File: config.mk
export PLATFORM = sky130hd
export DESIGN_NAME = load_store_unit
export DESIGN_NICKNAME = d
export VERILOG_FILES = /design/src/rtl/load_store_unit.sv
export SDC_FILE = /design/constraint.sdc
export NUM_CORES = 1
export LEC_CHECK = 0
export CORE_MARGIN = 4
export CORE_UTILIZATION = 38
export DETAILED_ROUTE_END_ITERATION = 8
export PLACE_DENSITY_LB_ADDON = 0.3
export SLEW_MARGIN = 20
export SYNTH_ARGS = -nofsm -noshare
export SYNTH_HDL_FRONTEND = slang
export SYNTH_SLANG_ARGS = --single-unit
File: constraint.sdc
create_clock -name clk -period 1.4 [get_ports clk]
set_input_delay 0.21 -clock clk [delete_from_list [all_inputs] [get_ports clk]]
set_output_delay 0.21 -clock clk [all_outputs]
set_load 0.1 [all_outputs]
File: src/rtl/load_store_unit.sv
// load_store_unit: RV32I memory stage; drives a req/ack data port and returns extended loads.
// Optional LSU_TIMEOUT_EN: fault a memory access that sees no mem_ack within TIMEOUT_CYCLES.
module load_store_unit #(
    parameter int          ADDR_W         = 32,
    parameter logic [7:0]  TIMEOUT_CYCLES = 8'd255
) (
    input  logic              clk,
    input  logic              reset,
    input  logic              req_valid,
    output logic              req_ready,
    input  logic              req_is_store,
    input  logic [2:0]        req_funct3,
    input  logic [ADDR_W-1:0] req_addr,
    input  logic [31:0]       req_wdata,
    output logic              mem_req,
    output logic              mem_we,
    output logic [ADDR_W-1:0] mem_addr,
    output logic [31:0]       mem_wdata,
    output logic [3:0]        mem_wstrb,
    input  logic              mem_ack,
    input  logic [31:0]       mem_rdata,
    output logic              rsp_valid,
    input  logic              rsp_ready,
    output logic [31:0]       rsp_rdata,
    output logic              rsp_fault
);
    typedef enum logic [1:0] {IDLE, MEM, RESP} state_t;

    state_t              state_q, state_d;
    logic                we_q, we_d, fault_q, fault_d;
    logic [ADDR_W-1:0]   addr_q, addr_d;
    logic [31:0]         wdata_q, wdata_d, rdata_q, rdata_d;
    logic [3:0]          wstrb_q, wstrb_d;
    logic [2:0]          f3_q, f3_d;
    logic [1:0]          lo_q, lo_d;
`ifdef LSU_TIMEOUT_EN
    logic [7:0]          cnt_q, cnt_d;
`else
    logic                unused_timeout;
    assign unused_timeout = ^TIMEOUT_CYCLES;
`endif

    // funct3[1:0] encodes access size (00 byte, 01 half, 10 word); bit 2 marks unsigned loads
    logic        illegal, misaligned;
    logic [7:0]  lane_b;
    logic [15:0] lane_h;
    logic [31:0] ld_val;
    assign illegal    = req_is_store ? (req_funct3[2] || req_funct3[1:0] == 2'b11)
                                     : (req_funct3[1:0] == 2'b11 || req_funct3 == 3'b110);
    assign misaligned = (req_funct3[1:0] == 2'b01 && req_addr[0]) ||
                        (req_funct3[1:0] == 2'b10 && req_addr[1:0] != 2'b00);
    assign lane_b     = mem_rdata[{lo_q, 3'b000} +: 8];
    assign lane_h     = lo_q[1] ? mem_rdata[31:16] : mem_rdata[15:0];
    assign ld_val     = f3_q[1] ? mem_rdata :
                        f3_q[0] ? {{16{~f3_q[2] & lane_h[15]}}, lane_h} :
                                  {{24{~f3_q[2] & lane_b[7]}}, lane_b};

    assign req_ready = (state_q == IDLE) && !reset;
    assign mem_req   = (state_q == MEM);
    assign mem_we    = we_q;
    assign mem_addr  = addr_q;
    assign mem_wdata = wdata_q;
    assign mem_wstrb = wstrb_q;
    assign rsp_valid = (state_q == RESP);
    assign rsp_rdata = rdata_q;
    assign rsp_fault = fault_q;

    // Next-state: latch request in IDLE, wait for ack (or timeout) in MEM, hold response in RESP
    always_comb begin
        state_d = state_q;
        we_d    = we_q;
        addr_d  = addr_q;
        wdata_d = wdata_q;
        wstrb_d = wstrb_q;
        f3_d    = f3_q;
        lo_d    = lo_q;
        rdata_d = rdata_q;
        fault_d = fault_q;
`ifdef LSU_TIMEOUT_EN
        cnt_d   = cnt_q;
`endif
        case (state_q)
            IDLE: if (req_valid) begin
                f3_d    = req_funct3;
                lo_d    = req_addr[1:0];
                addr_d  = {req_addr[ADDR_W-1:2], 2'b00};
                we_d    = req_is_store;
                wstrb_d = !req_is_store           ? 4'b0000 :
                          req_funct3[1:0] == 2'b00 ? 4'b0001 << req_addr[1:0] :
                          req_funct3[1:0] == 2'b01 ? 4'b0011 << req_addr[1:0] : 4'b1111;
                wdata_d = req_funct3[1:0] == 2'b00 ? {4{req_wdata[7:0]}} :
                          req_funct3[1:0] == 2'b01 ? {2{req_wdata[15:0]}} : req_wdata;
                rdata_d = 32'd0;
                fault_d = illegal || misaligned;
                state_d = (illegal || misaligned) ? RESP : MEM;
`ifdef LSU_TIMEOUT_EN
                cnt_d   = 8'd0;
`endif
            end
            MEM: if (mem_ack) begin
                rdata_d = we_q ? 32'd0 : ld_val;
                fault_d = 1'b0;
                state_d = RESP;
            end
`ifdef LSU_TIMEOUT_EN
            else begin
                cnt_d = cnt_q + 8'd1;
                if (cnt_d == TIMEOUT_CYCLES) begin
                    rdata_d = 32'd0;
                    fault_d = 1'b1;
                    state_d = RESP;
                end
            end
`endif
            RESP: if (rsp_ready) state_d = IDLE;
            default: state_d = IDLE;
        endcase
    end

    // State and datapath registers; reset abandons any in-flight access or pending response
    always_ff @(posedge clk) begin
        if (reset) begin
            state_q <= IDLE;
            we_q    <= 1'b0;
            addr_q  <= '0;
            wdata_q <= 32'd0;
            wstrb_q <= 4'd0;
            f3_q    <= 3'd0;
            lo_q    <= 2'd0;
            rdata_q <= 32'd0;
            fault_q <= 1'b0;
`ifdef LSU_TIMEOUT_EN
            cnt_q   <= 8'd0;
`endif
        end else begin
            state_q <= state_d;
            we_q    <= we_d;
            addr_q  <= addr_d;
            wdata_q <= wdata_d;
            wstrb_q <= wstrb_d;
            f3_q    <= f3_d;
            lo_q    <= lo_d;
            rdata_q <= rdata_d;
            fault_q <= fault_d;
`ifdef LSU_TIMEOUT_EN
            cnt_q   <= cnt_d;
`endif
        end
    end
endmodule

==> metrics <==
fin crit share 1.10; Starting Density 0.388; area leader, netlist dfxtp_1; P&R area growth vs syn 95.0%; Bufs and invs on worst path 3; Mean Syn Cell Area ~8.3 um^2; worst-path cell chain buf_6 > buf_6 > and2b_2 > buf_12; #FFs+latches synth around 110; CP arrival 1.32 ns; WL/cell between 15 and 20 um; largest net degree at the start of global routing 44; Finish-stage setup viols 44; R2R setup slack -0.13 ns; top layer in use met4; core box area approximately 12000 um^2; sequential fraction of the synthesis area 0.460; CP Launch Type flop; Hold Buf Count CTS 0; post-synthesis cell count between 500 and 600; clk sinks approximately 110; Final ANT Viol Nets 0; failing checks negative setup slack; Die H between 100 and 150 um; Worst setup EP type primary output; DIE AREA roughly 14000 um^2; global-route congestion overflow total 0; Total Power ~9400 uW; HP Class in -> reg; status finished, violations left; Post-Syn Area 4660 um^2; Critical Path RT approximately 1.2 ns; Post-Route Skew 0.00567 ns; Clock Pin Slew Worst Setup and Hold Paths around 0.07 ns; Pre-antenna DRT Iters 5; Slew headroom 0.653; Reg2Reg Launch Point state_q[0]; crit-path max FO 4; final number of hold-violating endpoints 0; final worst slack -0.134 ns; fin nets between 900 and 1000; CTS tree yes; initial detailed-routing violation count approximately 360; clk_lat worst skew 0.34 ns; worst r2r path cells 6; Area contributors post-synth dfxtp_1 46%, nand2_1 11%, a21oi_1 6.3%; CP delay by family, top buffers and inverters; routed wl met3 roughly 1.4 mm; Buffers on Ports 207; GRT Total Usage 0.229; most frequent CP cell buf_6; Worst-Margin Slew 0.521 ns; unrepaired setup endpoints after global routing true; Lkg Pwr 0.00356 uW; DRC viols 0; Met2 Wirelength between 8 and 9 mm; max incr delay on CP 0.34 ns; Slew Viols, Final 0; hold path start mem_ack; Power Density slightly above 1000 nW/um^2; CTS H-tree lvls 3; first-pass GRT wire length around 26 mm; TritonCTS buffer count 9; Site Rows 40; CTS root buffer clkbuf_16; Worst R2R End rsp_rdata[25]; Hold Path End state_q[0]; slowest CP cell dfxtp_2; Ports 210; hold path depth 4; Via density approximately 5.4; WL final between 15 and 20 mm; Post-DP HPWL around 12 mm; vias in the first global route 5168; initial antenna violation count 1; met1 wire length ~6.8 mm; Max Fclk approximately 650 MHz; Setup CP Type reg -> out; # fillers 776; Bufs on Longest Clock Path 2; Routability Congestion slightly above 0.9; pre-CTS WS -0.826 ns; Setup crit start state_q[0]; layout cells sized above 1 0.312; Tmin final 1.53 ns; max-cap violation count 0; die width 119 um; Vias ~5200; VDD IR max about 0.64 mV; Synth Warn # 0; Cell variety after synth 37; most common cell after layout, fill and taps aside nand2_1; most frequent cells in the layout 139 x nand2_1, 111 x buf_12, 101 x dfxtp_1, 101 x clkdlybuf4s50_1, 59 x a21oi_1; top cell type's share of synthesized area 0.460
## report_power, final
group          switching (uW)  internal, uW  leakage [uW]
Clock                    1090          1400      0.000146
Sequential                193          3220      0.000879
Combinational            2040          1400       0.00254
## synth_stat cells
master / count
a211oi_1: 8
a21oi_1: 59
a221o_1: 17
a22oi_1: 8
a2bb2oi_1: 1
a311oi_1: 8
a31oi_1: 8
and2_1: 3
and2b_1: 1
and4bb_1: 1
buf_1: 5
buf_2: 4
buf_4: 5
buf_6: 5
clkbuf_1: 31
conb_1: 1
dfxtp_1: 107
ha_1: 4
inv_1: 5
mux2_2: 2
mux2i_1: 21
nand2_1: 141
nand2b_1: 2
nand3_1: 1
nor2_1: 32
nor2b_1: 10
nor2b_4: 1
nor3_1: 3
nor3b_2: 1
nor4b_4: 1
o211ai_1: 4
o21ai_0: 33
o2bb2ai_1: 15
o311a_1: 1
o31ai_1: 1
or2_1: 1
or3_1: 10
## how the worst max path moves through the flow
stage | endpoint | slack [ns] | cells after the start
floorplan | rsp_rdata[16] | -0.26 | 6
global placement | rsp_rdata[15] | -0.74 | 5
detailed placement | rsp_rdata[15] | -0.83 | 5
CTS | rsp_valid | -0.14 | 4
global route | mem_wdata[15] | -0.21 | 6
finish | rsp_valid | -0.13 | 4
## final cells by class
type	count	area, um^2	area share
inverter	5	18.8	0.00207
clock inverter	1	5.00	0.000551
tap	147	184	0.0203
clock buffer	15	288	0.0317
sequential	107	2160	0.238
antenna	1	2.50	0.000276
timing repair buffer	284	3870	0.426
multi-input combinational	401	2550	0.281
## state kept, by name (all words and copies together) (netlist names)
name	count
mem_wdata	32
rsp_rdata	32
mem_addr	30
mem_wstrb	4
f3_q	3
lo_q	2
state_q	2
mem_we	1
rsp_fault	1
## worst register-to-register path, cell delays in order (launching register included)
cell and delay, ns:
dfxtp_2 0.34, buf_6 0.12, mux2i_1 0.10, or2_4 0.28, nor2b_4 0.14, buf_12 0.14
a221o_1 0.29
## kinds of logic (layout without fill, tap and decap cells)
family                   count (synthesis)  count (layout)  share of synthesized area
multiplexers                            23              23                     0.0500
adder cells (fa/ha/maj)                  4               4                     0.0107
flip-flops                             107             107                      0.460
AO/OA/AOI/OAI                          163             163                      0.227
buffers and inverters                   55             305                     0.0575
AND/OR/NAND/NOR                        208             209                      0.194
other                                    1               3                   0.000805
## metal layers
| metal | global-route usage | vias to the layer above |
|---|---|---|
| met4 | 0.115 | 0 |
| li1 | - | 2454 |
| met5 | 0 | - |
| met2 | 0.390 | 250 |
| met1 | 0.261 | 2458 |
| met3 | 0.0665 | 54 |
## what timing repair did
action                                  4_1_cts  5_1_grt
resized for setup                            29       53
endpoints found under the setup margin       60      106
buffers inserted                              5        7
gates cloned                                  3        2
pin swaps                                    13       14
## per-stage QoR
step	cells	cell area (um^2)	setup TNS, ns	hold slack, ns	utilization
floorplan	562	4690	-6.13	0.336	-
finish	961	9080	-3.10	0.272	0.756
CTS	952	8780	-2.39	0.386	0.731
detailed placement	929	8270	-32.70	0.485	0.689
global route	961	9080	-10.57	0.312	0.756
global placement	929	8270	-29.17	0.479	0.689
Power figures use the tool's default switching activity.
